[config.mk]
export PLATFORM = sky130hd
export DESIGN_NAME = mmio_uart_tx
export DESIGN_NICKNAME = d
export VERILOG_FILES = /design/src/rtl/mmio_uart_tx.sv
export SDC_FILE = /design/constraint.sdc
export NUM_CORES = 1
export LEC_CHECK = 0
export ABC_AREA = 0
export BUFFER_PORTS_ARGS = -buffer_cell sky130_fd_sc_hd__buf_2
export CAP_MARGIN = 20
export CELL_PAD_IN_SITES_DETAIL_PLACEMENT = 0
export CELL_PAD_IN_SITES_GLOBAL_PLACEMENT = 1
export CORE_MARGIN = 2
export CORE_UTILIZATION = 43
export CTS_CLUSTER_SIZE = 30
export DETAILED_ROUTE_END_ITERATION = 10
export GPL_TIMING_DRIVEN = 1
export PLACE_DENSITY = 0.78
export SLEW_MARGIN = 20
export SYNTH_ARGS = -nofsm -noshare
export SYNTH_HDL_FRONTEND = slang
export SYNTH_SLANG_ARGS = --single-unit
[constraint.sdc]
create_clock -name clk -period 3.6 [get_ports clk]
set_input_delay 0.54 -clock clk [delete_from_list [all_inputs] [get_ports clk]]
set_output_delay 0.54 -clock clk [all_outputs]
set_load 0.01 [all_outputs]
[src/rtl/mmio_uart_tx.sv]
`default_nettype none
// ============================================================================
// mmio_uart_tx : memory-mapped UART transmitter (TX FIFO + 8N1 serialiser)
// Optional build macro UART_PARITY_EN: adds an even-parity bit (8E1 framing).
// Revision: 1.0
// ============================================================================
module mmio_uart_tx #(
  parameter int          CLK_DIV    = 434,
  parameter int          FIFO_DEPTH = 8,
  parameter logic [31:0] BASE_ADDR  = 32'h0000_1000
) (
  input  logic        clk,
  input  logic        reset,
  input  logic [31:0] a,
  input  logic [31:0] wd,
  input  logic        we,
  input  logic [2:0]  mode,
  output logic [31:0] rd,
  output logic        sel,
  output logic        tx,
  output logic        busy
);

  localparam int PTR_W = $clog2(FIFO_DEPTH);
  localparam int CNT_W = $clog2(CLK_DIV);
  localparam logic [CNT_W-1:0] C_CNT_LAST   = CNT_W'(CLK_DIV - 1);
  localparam logic [1:0]       C_REG_TXDATA = 2'd0;
  localparam logic [1:0]       C_REG_STATUS = 2'd1;

`ifdef UART_PARITY_EN
  typedef enum logic [2:0] {
    S_IDLE   = 3'd0,
    S_START  = 3'd1,
    S_DATA   = 3'd2,
    S_PARITY = 3'd3,
    S_STOP   = 3'd4
  } state_t;
`else
  typedef enum logic [2:0] {
    S_IDLE  = 3'd0,
    S_START = 3'd1,
    S_DATA  = 3'd2,
    S_STOP  = 3'd4
  } state_t;
`endif

  // ---------------------------------------------------------------- decode
  logic w_push_req;
  logic w_push;
  logic w_pop;
  logic w_ovf_clr;
  logic w_full;
  logic w_empty;
  logic w_busy;

  assign sel        = (a[31:4] == BASE_ADDR[31:4]);
  assign w_push_req = we & sel & (a[3:2] == C_REG_TXDATA);
  assign w_ovf_clr  = we & sel & (a[3:2] == C_REG_STATUS) & wd[3];
  // A full FIFO refuses the byte even if the FSM pops on the same edge.
  assign w_push     = w_push_req & ~w_full;

  // mode, the byte offset and upper store data never affect behaviour.
  logic w_unused_bits;
  assign w_unused_bits = &{1'b0, mode, a[1:0], wd[31:8]};

  // ------------------------------------------------------------------ FIFO
  logic [7:0]     r_mem [FIFO_DEPTH];
  logic [PTR_W:0] r_wptr;
  logic [PTR_W:0] r_rptr;
  logic           r_ovf;

  assign w_empty = (r_wptr == r_rptr);
  assign w_full  = (r_wptr[PTR_W] != r_rptr[PTR_W]) &&
                   (r_wptr[PTR_W-1:0] == r_rptr[PTR_W-1:0]);

  always_ff @(posedge clk) begin
    if (w_push) begin
      r_mem[r_wptr[PTR_W-1:0]] <= wd[7:0];
    end
  end

  always_ff @(posedge clk or posedge reset) begin
    if (reset) begin
      r_wptr <= '0;
      r_rptr <= '0;
      r_ovf  <= 1'b0;
    end else begin
      if (w_push) begin
        r_wptr <= r_wptr + 1'b1;
      end
      if (w_pop) begin
        r_rptr <= r_rptr + 1'b1;
      end
      if (w_push_req && w_full) begin
        r_ovf <= 1'b1;
      end else if (w_ovf_clr) begin
        r_ovf <= 1'b0;
      end
    end
  end

  // ------------------------------------------------------------ serialiser
  state_t         r_state;
  state_t         w_state_nxt;
  logic [CNT_W-1:0] r_cnt;
  logic [CNT_W-1:0] w_cnt_nxt;
  logic [2:0]     r_bit;
  logic [2:0]     w_bit_nxt;
  logic [7:0]     r_shift;
  logic [7:0]     w_shift_nxt;
  logic           w_tx;
`ifdef UART_PARITY_EN
  logic           r_par;
  logic           w_par_nxt;
`endif

  always_ff @(posedge clk or posedge reset) begin
    if (reset) begin
      r_state <= S_IDLE;
      r_cnt   <= '0;
      r_bit   <= '0;
      r_shift <= '0;
`ifdef UART_PARITY_EN
      r_par   <= 1'b0;
`endif
    end else begin
      r_state <= w_state_nxt;
      r_cnt   <= w_cnt_nxt;
      r_bit   <= w_bit_nxt;
      r_shift <= w_shift_nxt;
`ifdef UART_PARITY_EN
      r_par   <= w_par_nxt;
`endif
    end
  end

  always_comb begin
    w_state_nxt = r_state;
    w_cnt_nxt   = r_cnt + 1'b1;
    w_bit_nxt   = r_bit;
    w_shift_nxt = r_shift;
    w_pop       = 1'b0;
    w_tx        = 1'b1;
`ifdef UART_PARITY_EN
    w_par_nxt   = r_par;
`endif
    case (r_state)
      S_IDLE: begin
        w_cnt_nxt = '0;
        if (!w_empty) begin
          w_pop       = 1'b1;
          w_shift_nxt = r_mem[r_rptr[PTR_W-1:0]];
`ifdef UART_PARITY_EN
          w_par_nxt   = ^r_mem[r_rptr[PTR_W-1:0]];
`endif
          w_state_nxt = S_START;
        end
      end
      S_START: begin
        w_tx = 1'b0;
        if (r_cnt == C_CNT_LAST) begin
          w_cnt_nxt   = '0;
          w_bit_nxt   = '0;
          w_state_nxt = S_DATA;
        end
      end
      S_DATA: begin
        w_tx = r_shift[0];
        if (r_cnt == C_CNT_LAST) begin
          w_cnt_nxt   = '0;
          w_shift_nxt = {1'b0, r_shift[7:1]};
          if (r_bit == 3'd7) begin
`ifdef UART_PARITY_EN
            w_state_nxt = S_PARITY;
`else
            w_state_nxt = S_STOP;
`endif
          end else begin
            w_bit_nxt = r_bit + 1'b1;
          end
        end
      end
`ifdef UART_PARITY_EN
      S_PARITY: begin
        w_tx = r_par;
        if (r_cnt == C_CNT_LAST) begin
          w_cnt_nxt   = '0;
          w_state_nxt = S_STOP;
        end
      end
`endif
      S_STOP: begin
        w_tx = 1'b1;
        if (r_cnt == C_CNT_LAST) begin
          w_cnt_nxt   = '0;
          w_state_nxt = S_IDLE;
        end
      end
      default: begin
        w_cnt_nxt   = '0;
        w_state_nxt = S_IDLE;
      end
    endcase
  end

  // ---------------------------------------------------------------- outputs
  assign w_busy = (r_state != S_IDLE) | ~w_empty;
  assign busy   = w_busy;
  assign tx     = w_tx;

  always_comb begin
    rd = '0;
    if (sel && (a[3:2] == C_REG_STATUS)) begin
      rd = {28'b0, r_ovf, w_busy, w_empty, w_full};
    end
  end

endmodule
`default_nettype wire

# Word level (Yosys, flattened, before mapping)
# Memory sizes are Yosys's and may differ from the RTL's.
# Index checks and enable logic that the tools add are counted.
[classes]
mux = 22
eq_ne = 16
addsub = 4
bitwise_logic = 8
reduce_logical = 13
[op_table]
columns = ["op", "n"]
rows = [
  ["$eq 28x9->1 const B", 1],
  ["$mux 3", 7],
  ["$mux 9", 2],
  ["$mux 8", 2],
  ["$pmux 8 s2", 1],
  ["$ne 2x2->1 const B", 6],
  ["$pmux 3 s4", 1],
  ["$add 9x1->9 const B", 1],
  ["$eq 9x9->1 const B", 1],
  ["$add 4x1->4 const B", 2],
  ["$eq 3x3->1 const B", 2],
  ["$mux 1", 6],
  ["$pmux 3 s2", 1],
  ["$reduce_bool 2->1", 3],
  ["$and 1x1->1", 5],
  ["$reduce_and 5->1", 1],
  ["$eq 4x4->1", 1],
  ["$mux 4", 1],
  ["$reduce_and 4->1", 1],
  ["$add 3x1->3 const B", 1],
  ["$eq 3x1->1 const B", 1],
  ["$eq 3x2->1 const B", 1],
  ["$eq 3x3->1", 1],
  ["$logic_and 1x1->1", 3],
  ["other kinds (10)", 11],
]
[word_totals]
n_memories = 1
wordCells = 71
in_bits = 70
out_inout_bits = 35
register_bits = 32
ram_bits = 64
[memory_table]
columns = ["name", "depth", "width", "read_ports", "rd_ports_with_merged_regs", "write_ports", "line", "rtl"]
rows = [
  ["r_mem", 8, 8, 1, 0, 1, "67", "logic [7:0] r_mem [FIFO_DEPTH];"],
]

# Depth between registers and ports, before layout
# Gate-level depths: netlist of run 1.
[depth]
word_depth = 6
ltp_mapped = 6
mapped_depth_nobuf = 6

# Worst setup path before layout of run 1
# OpenSTA, ideal clock, no wires.
[synth_timing]
kind = "input to register"
start = "input port a[13]"
end = "memory r_mem[0][0] (enable)"
t_required_ns = 3.205
setup_ns = 0.395
n_path_buf = 1
path_stages = 5
arrival_time_ns = 2.397
setup_slack_ns = 0.809
cell_sequence = "nor4b_1 nand4_1 or3_1 buf_6 nor4_1"
[synth_via]
elab_chain_len = 6
[synth_rtl]
columns = ["element", "line", "rtl"]
rows = [
  ["start: declaration", "14", "input logic [31:0] a,"],
  ["$eq 28x9->1", "56", "assign sel = (a[31:4] == BASE_ADDR[31:4]);"],
  ["$and 1x1->1 (2 in series)", "57", "assign w_push_req = we & sel & (a[3:2] == C_REG_TXDATA);"],
  ["$and 1x1->1", "60", "assign w_push = w_push_req & ~w_full;"],
  ["$mux 1", "77", "if (w_push) begin"],
  ["$mux 1 (implied by the code)", "78", "r_mem[r_wptr[PTR_W-1:0]] <= wd[7:0];"],
  ["end: declaration", "67", ""],
]
# No other way between the ends.

# Worst setup path after layout of run 1
[layout_timing]
start = "input port a[5]"
end = "output port rd[2]"
[layout_via]
elab_chain_len = 3
[layout_rtl]
columns = ["element", "line", "rtl"]
rows = [
  ["$eq 28x9->1", "56", ""],
  ["$logic_and 1x1->1", "213", "if (sel && (a[3:2] == C_REG_STATUS)) begin"],
  ["$mux 4", "213", ""],
  ["end: declaration", "18", "output logic [31:0] rd,"],
]
# No other way between the ends.

==> results of run 1 <==
==> cells by family after synthesis <==
logic type	Yosys count
mux	26
simple gates	82
flops	96
compound gates	22
fa+ha+maj	6
other cells	1
buf+inv	53
xor+xnor	19
==> layout make-up <==
| cell class | count | area [µm²] |
|---|---|---|
| multi-input cells | 183 | 1470 |
| inverters | 13 | 48.8 |
| well taps | 136 | 170 |
| fillers | 903 | 5190 |
| flip-flops and latches | 96 | 2720 |
| clock inverters | 7 | 81.3 |
| clock buffers | 9 | 124 |
| repair buffers | 60 | 333 |
==> report_power, final <==
part | switching [µW] | internal (µW)
combinational | 35.8 | 18.0
sequential | 0.000378 | 1180
clock | 422 | 278
==> registers in the layout (all words and copies together), names as in the netlist <==
register	count
r_mem	64
r_cnt	9
r_shift	8
r_rptr	4
r_wptr	4
r_bit	3
r_state	3
r_ovf	1
==> metal layers <==
metal | track usage [%] | wire [µm] | vias to the layer above | share of wire [%]
met5 | 0 | 0 | - | 0
met3 | 3.83 | 321 | 8 | 4.3
met4 | 4.76 | 102 | 0 | 1.4
met2 | 23.8 | 3700 | 51 | 50
met1 | 19.2 | 3340 | 1237 | 45
li1 | - | - | 1215 | -
==> worst max-delay path by stage <==
stage / to / depth (start not counted)
after global placement: rd[2] / 6
after CTS: rd[2] / 6
final: rd[2] / 6
after floorplan: r_mem[0][0]$_DFFE_PP_ / 5
after detailed placement: rd[2] / 6
after global routing: rd[1] / 6
==> metrics by stage <==
step	setup slack (ps)	power (µW)	utilization, %	hold slack [ps]
final	928	1930	48.8	231
after global routing	757	2000	48.8	258
after CTS	897	1950	48.8	241
after detailed placement	901	1260	46.8	499
after global placement	901	1250	46.8	501
after floorplan	809	1250	-	474
==> cells in the final DEF, fill, tap and decap left out, types with 5 or more instances in the layout <==
cell type,instances
clkbuf_8,9
dfrtp_1,32
nand3_1,9
edfxtp_1,64
xnor2_1,13
mux2i_1,7
nor4_1,11
o21ai_0,5
buf_4,13
conb_1,28
xor2_1,5
nand2_1,14
mux4_2,13
nor2_1,17
ha_1,6
o221a_2,7
buf_2,47
nand4_1,7
inv_1,13
==> worst max-delay path, cell delays in order <==
cell and delay [ps]:
buf_2 100, nor4_1 300, nand4_1 300, or4_1 620
nor2b_1 130, buf_2 140
==> Yosys cell counts, types with 6 or more instances <==
cell      count
nand4_1       7
mux2i_1       7
buf_4        31
xnor2_1      13
edfxtp_1     64
nor2_1       17
nand2_1      14
mux4_2       13
o221a_2       7
nor4_1       12
dfrtp_1      32
inv_1        13
ha_1          6
nand3_1       9
==> run_results.csv, run 1 <==
group,metric,value,unit
pwr,ir_drop,347,µV
sta,final_hold_viol_count,0,
yosys,synth-edff-count,64,
pwr,p_leak,0.00188,µW
yosys,synth_top_family_by_area,"multiplexers",
setup_path,cp_max_fo,7,
final_layout,stdcell_count,504,
sta,min_period,2670,ps
yosys,netlist_top_cells_area,"edfxtp_1, dfrtp_1, mux4_2, buf_4, xnor2_1",
sta,setup_viol,0,
detailed_routing,drc,0,
detailed_routing,wl_per_cell,14.8,µm
setup_path,r2r_end,"r_mem[1][3]$_DFFE_PP_",
yosys,seq_area_frac_synth,61.6,%
sta,tightest_slew,633,ps
yosys,synthAdderAreaFrac,1.70,%
grt,grt_usage,14.6,%
cts,clkTransAtPathRegs,100,ps
final_layout,area_delta_synth_final,12.0,%
setup_path,worst-endpoint-required,3060,ps
detailed_routing,wl,7460,µm
setup_path,cp-start-kind,"primary input",
place,numPortBuffers,47,
final_layout,antenna_cells,0,
die,die_w,105,µm
detailed_routing,vias,2511,
grt,grt_start_max_net_pins,33,
sta,drv_slew,0,
place,dp_cells,488,
yosys,avgSynthCellArea,14.5,µm²
sta,post-route-period-util,74.2,%
yosys,yosys_register_bits,96,
cts,cts_resized,0,
outcome,outcome,"complete, no violations",
cts,numCtsBuffers,9,
place,placed_area,0.00474,mm²
yosys,synth_xor_area_share,3.94,%
yosys,ys.flop_type,"edfxtp_1",
yosys,yosysWarningCount,0,
die,coreArea,0.0101,mm²
pwr,p_per_area,390,mW/mm²
yosys,synthDistinctLibCells,47,
cts,hold_buffers,0,
cts,htreeDepth,3,
setup_path,cp-startpoint,"a[5]",
sta,rsz0062_at_grt,"false",
final_layout,finalInstanceArea,0.00495,mm²
die,pin_count,105,
cts,postCtsSetupBuffers,0,
sta,slew_headroom,57.7,%
setup_path,endpoint_kind,"primary output",
cts,numClockSinks,96,
setup_path,r2r-start,"r_rptr[1]$_DFFE_PP0P_",
sta,max_freq,374,MHz
setup_path,r2r_setup_slack,1170,ps
grt,grt_pass1_wl,12300,µm
yosys,netlist_instances,305,
final_layout,final_layout_size_suffix_gt1_share,28.0,%
place,dp.final_hpwl,5120,µm
sta,setup_tns,0,ps
die,chipHeight,105,µm
setup_path,cp.arrival,2130,ps
yosys,async_reset_ff_share,33.3,%
die,die_area,0.0111,mm²
yosys,synth_top_area_share,43.5,%
cts,cts_root_buffer,"clkbuf_8",
grt,gr-total-overflow,0,
hold_path,holdCritPathClass,"in -> async",
yosys,synth_area,0.00442,mm²
setup_path,crit_type,"in -> out",
detailed_routing,routed_via_density,4.98,
cts,cts_tree,"done",
yosys,synth_simple_gate_area_share,10.1,%
cts,clock_latency,370,ps
run,cap_violations,0,
detailed_routing,drtIter0Drc,107,
final_layout,nets,439,
setup_path,reg2regPathDepth,6,
yosys,synth_compound_area_share,4.11,%
place,place_congestion,0.742,
die,initial_utilization,43.6,%
cts,cts.path.max_buffers,2,
grt,antenna_found_initial,0,
detailed_routing,firstDrtPassIters,4,
sta,fin_worst_skew,8.28,ps
detailed_routing,ant_nets,0,
die,core.rowCount,37,
yosys,yosys-mux-area-fraction,10.8,%
yosys,yosys.area.top_type,"edfxtp_1",
grt,grt_pass1_vias,2440,
Power figures use the tool's default switching activity.
==> run 2: changes to the inputs <==
- clock period: 3.6 -> 2.65 ns (I/O delays scaled with it)
==> run 2 against run 1 <==
Sequential power rose by 36%. Global-route usage decreased by 0.21 points. Register-to-register slack worse by 910 ps. Worst hold slack got worse by 130 ps. Die area did not move. Worst setup slack worse by 670 ps. First-iteration DRC count decreased by 6.5%. Final area about the same. Utilization about the same. Clock power is 27% higher. Non-clock buffer count grew 3.
==> run_results.csv, run 2 (synthesis results as in run 1) <==
group,metric,value,unit
outcome,outcome,"complete, no violations",
setup_path,r2r_end,"r_mem[1][4]$_DFFE_PP_",
sta,final_hold_viol_count,0,
detailed_routing,firstDrtPassIters,4,
detailed_routing,drtIter0Drc,100,
grt,antenna_found_initial,0,
setup_path,endpoint_kind,"primary output",
grt,grt_start_max_net_pins,33,
place,numPortBuffers,47,
grt,grt_usage,14.4,%
die,die_w,105,µm
run,cap_violations,0,
die,die_area,0.0111,mm²
setup_path,crit_type,"reg -> out",
cts,cts_tree,"done",
final_layout,postLayoutCoreUtil,48.8,%
sta,drv_slew,0,
cts,numClockSinks,96,
final_layout,nets,442,
cts,htreeDepth,3,
detailed_routing,ant_nets,0,
pwr,ir_drop,360,µV
final_layout,antenna_cells,0,
detailed_routing,wl,7470,µm
setup_path,cp-startpoint,"r_wptr[1]$_DFFE_PP0P_",
cts,clock_latency,360,ps
pwr,p_leak,0.00188,µW
hold_path,holdCritPathClass,"in -> async",
final_layout,layout_commonest_cell,"edfxtp_1",
setup_path,r2r-start,"r_wptr[0]$_DFFE_PP0P_",
place,place_congestion,0.767,
sta,fin_ws,254,ps
sta,fin_worst_skew,9.95,ps
grt,grt_pass1_vias,2451,
die,pin_count,105,
detailed_routing,wl_per_cell,14.7,µm
sta,min_period,2400,ps
sta,post-route-period-util,90.4,%
cts,postCtsSetupBuffers,0,
pwr,switchingPower,579,µW
pwr,p_per_area,518,mW/mm²
place,dp.final_hpwl,5060,µm
cts,numCtsBuffers,9,
detailed_routing,routed_via_density,5.01,
place,dp_cells,491,
setup_path,cp_max_fo,10,
setup_path,r2r_setup_slack,260,ps
final_layout,largest_register_ff_count,64,
final_layout,finalInstanceArea,0.00495,mm²
sta,setup_tns,0,ps
final_layout,final_layout_size_suffix_gt1_share,28.3,%
sta,rsz0062_at_grt,"false",
pwr,swShare,22.6,%
die,coreArea,0.0101,mm²
place,placed_area,0.00476,mm²
setup_path,endpoint,"rd[2]",
cts,clkTransAtPathRegs,100,ps
setup_path,reg2regPathDepth,5,
setup_path,cp.arrival,2000,ps
pwr,p_int,1980,µW
sta,slew_headroom,57.3,%
cts,hold_buffers,0,
sta,max_freq,417,MHz
die,chipHeight,105,µm
pwr,power_frac_seq,62.4,%
cts,cts_resized,0,
setup_path,worst-endpoint-required,2250,ps
final_layout,stdcell_count,507,
cts,cts_root_buffer,"clkbuf_8",
sta,setup_viol,0,
grt,gr-total-overflow,0,
final_layout,area_delta_synth_final,12.0,%
sta,tightest_slew,640,ps
pwr,combinationalPowerShare,2.8,%
final_layout,layout_common_cells,"edfxtp_1, buf_2, dfrtp_1",
die,initial_utilization,43.6,%
detailed_routing,vias,2540,
detailed_routing,drc,0,
grt,grt_pass1_wl,12300,µm
pwr,clock_power_share,34.8,%
die,core.rowCount,37,
place,dp_slack,262,ps
setup_path,cp-start-kind,"register",
cts,cts.path.max_buffers,2,
==> run 2: cell count changes in the layout (fill, tap and decap cells not counted) <==
| cell | change |
|---|---|
| buf_4 | +3 |
| clkinv_4 | +1 |
| clkinv_1 | +1 |
| clkinv_8 | -2 |
==> run 2: power groups by stage <==
stage	Combinational, µW	Sequential (µW)	Clock [µW]
2_1_floorplan	59.5	1630	0
3_3_place_gp	70.9	1630	0
3_5_place_dp	73.8	1630	0
4_1_cts	74.0	1600	926
5_1_grt	83.8	1600	995
6_report	72.9	1600	891
==> run 2: how the worst min path moves through the flow <==
| stage | start | endpoint | slack [ps] |
|---|---|---|---|
| 6_report | reset | r_cnt[0]$_DFF_PP0_ | 100 |
| 4_1_cts | reset | r_cnt[0]$_DFF_PP0_ | 120 |
| 2_1_floorplan | r_cnt[0]$_DFF_PP0_ | r_cnt[0]$_DFF_PP0_ | 470 |
| 5_1_grt | reset | r_cnt[0]$_DFF_PP0_ | 140 |
| 3_5_place_dp | reset | r_cnt[0]$_DFF_PP0_ | 520 |
| 3_3_place_gp | r_cnt[0]$_DFF_PP0_ | r_cnt[0]$_DFF_PP0_ | 500 |
==> run 2: area by class of cell <==
class                   instances  area (µm²)
fillers                       874        5190
flip-flops and latches         96        2720
multi-input cells             183        1470
repair buffers                 63         355
well taps                     136         170
clock buffers                   9         124
clock inverters                 7        61.3
inverters                      13        48.8
==> run 2: stage by stage <==
stage | hold WS (ps) | power [µW]
6_report | 104 | 2560
5_1_grt | 139 | 2680
4_1_cts | 116 | 2600
3_5_place_dp | 520 | 1710
3_3_place_gp | 497 | 1700
2_1_floorplan | 474 | 1690
==> run 2: worst max-delay path, stage by stage (launching register included) <==
cell	delay (ps)
dfrtp_1	520
xnor2_1	330
nand4_1	200
or2_2	340
nor2b_1	130
buf_2	130
==> run 2: layer usage <==
layer | track usage [%] | share of wire [%] | vias up
met5 | 0 | 0 | -
met4 | 3.81 | 0.45 | 0
met3 | 4.21 | 3.3 | 2
met2 | 23.5 | 50 | 54
met1 | 19.0 | 46 | 1270
li1 | - | - | 1214
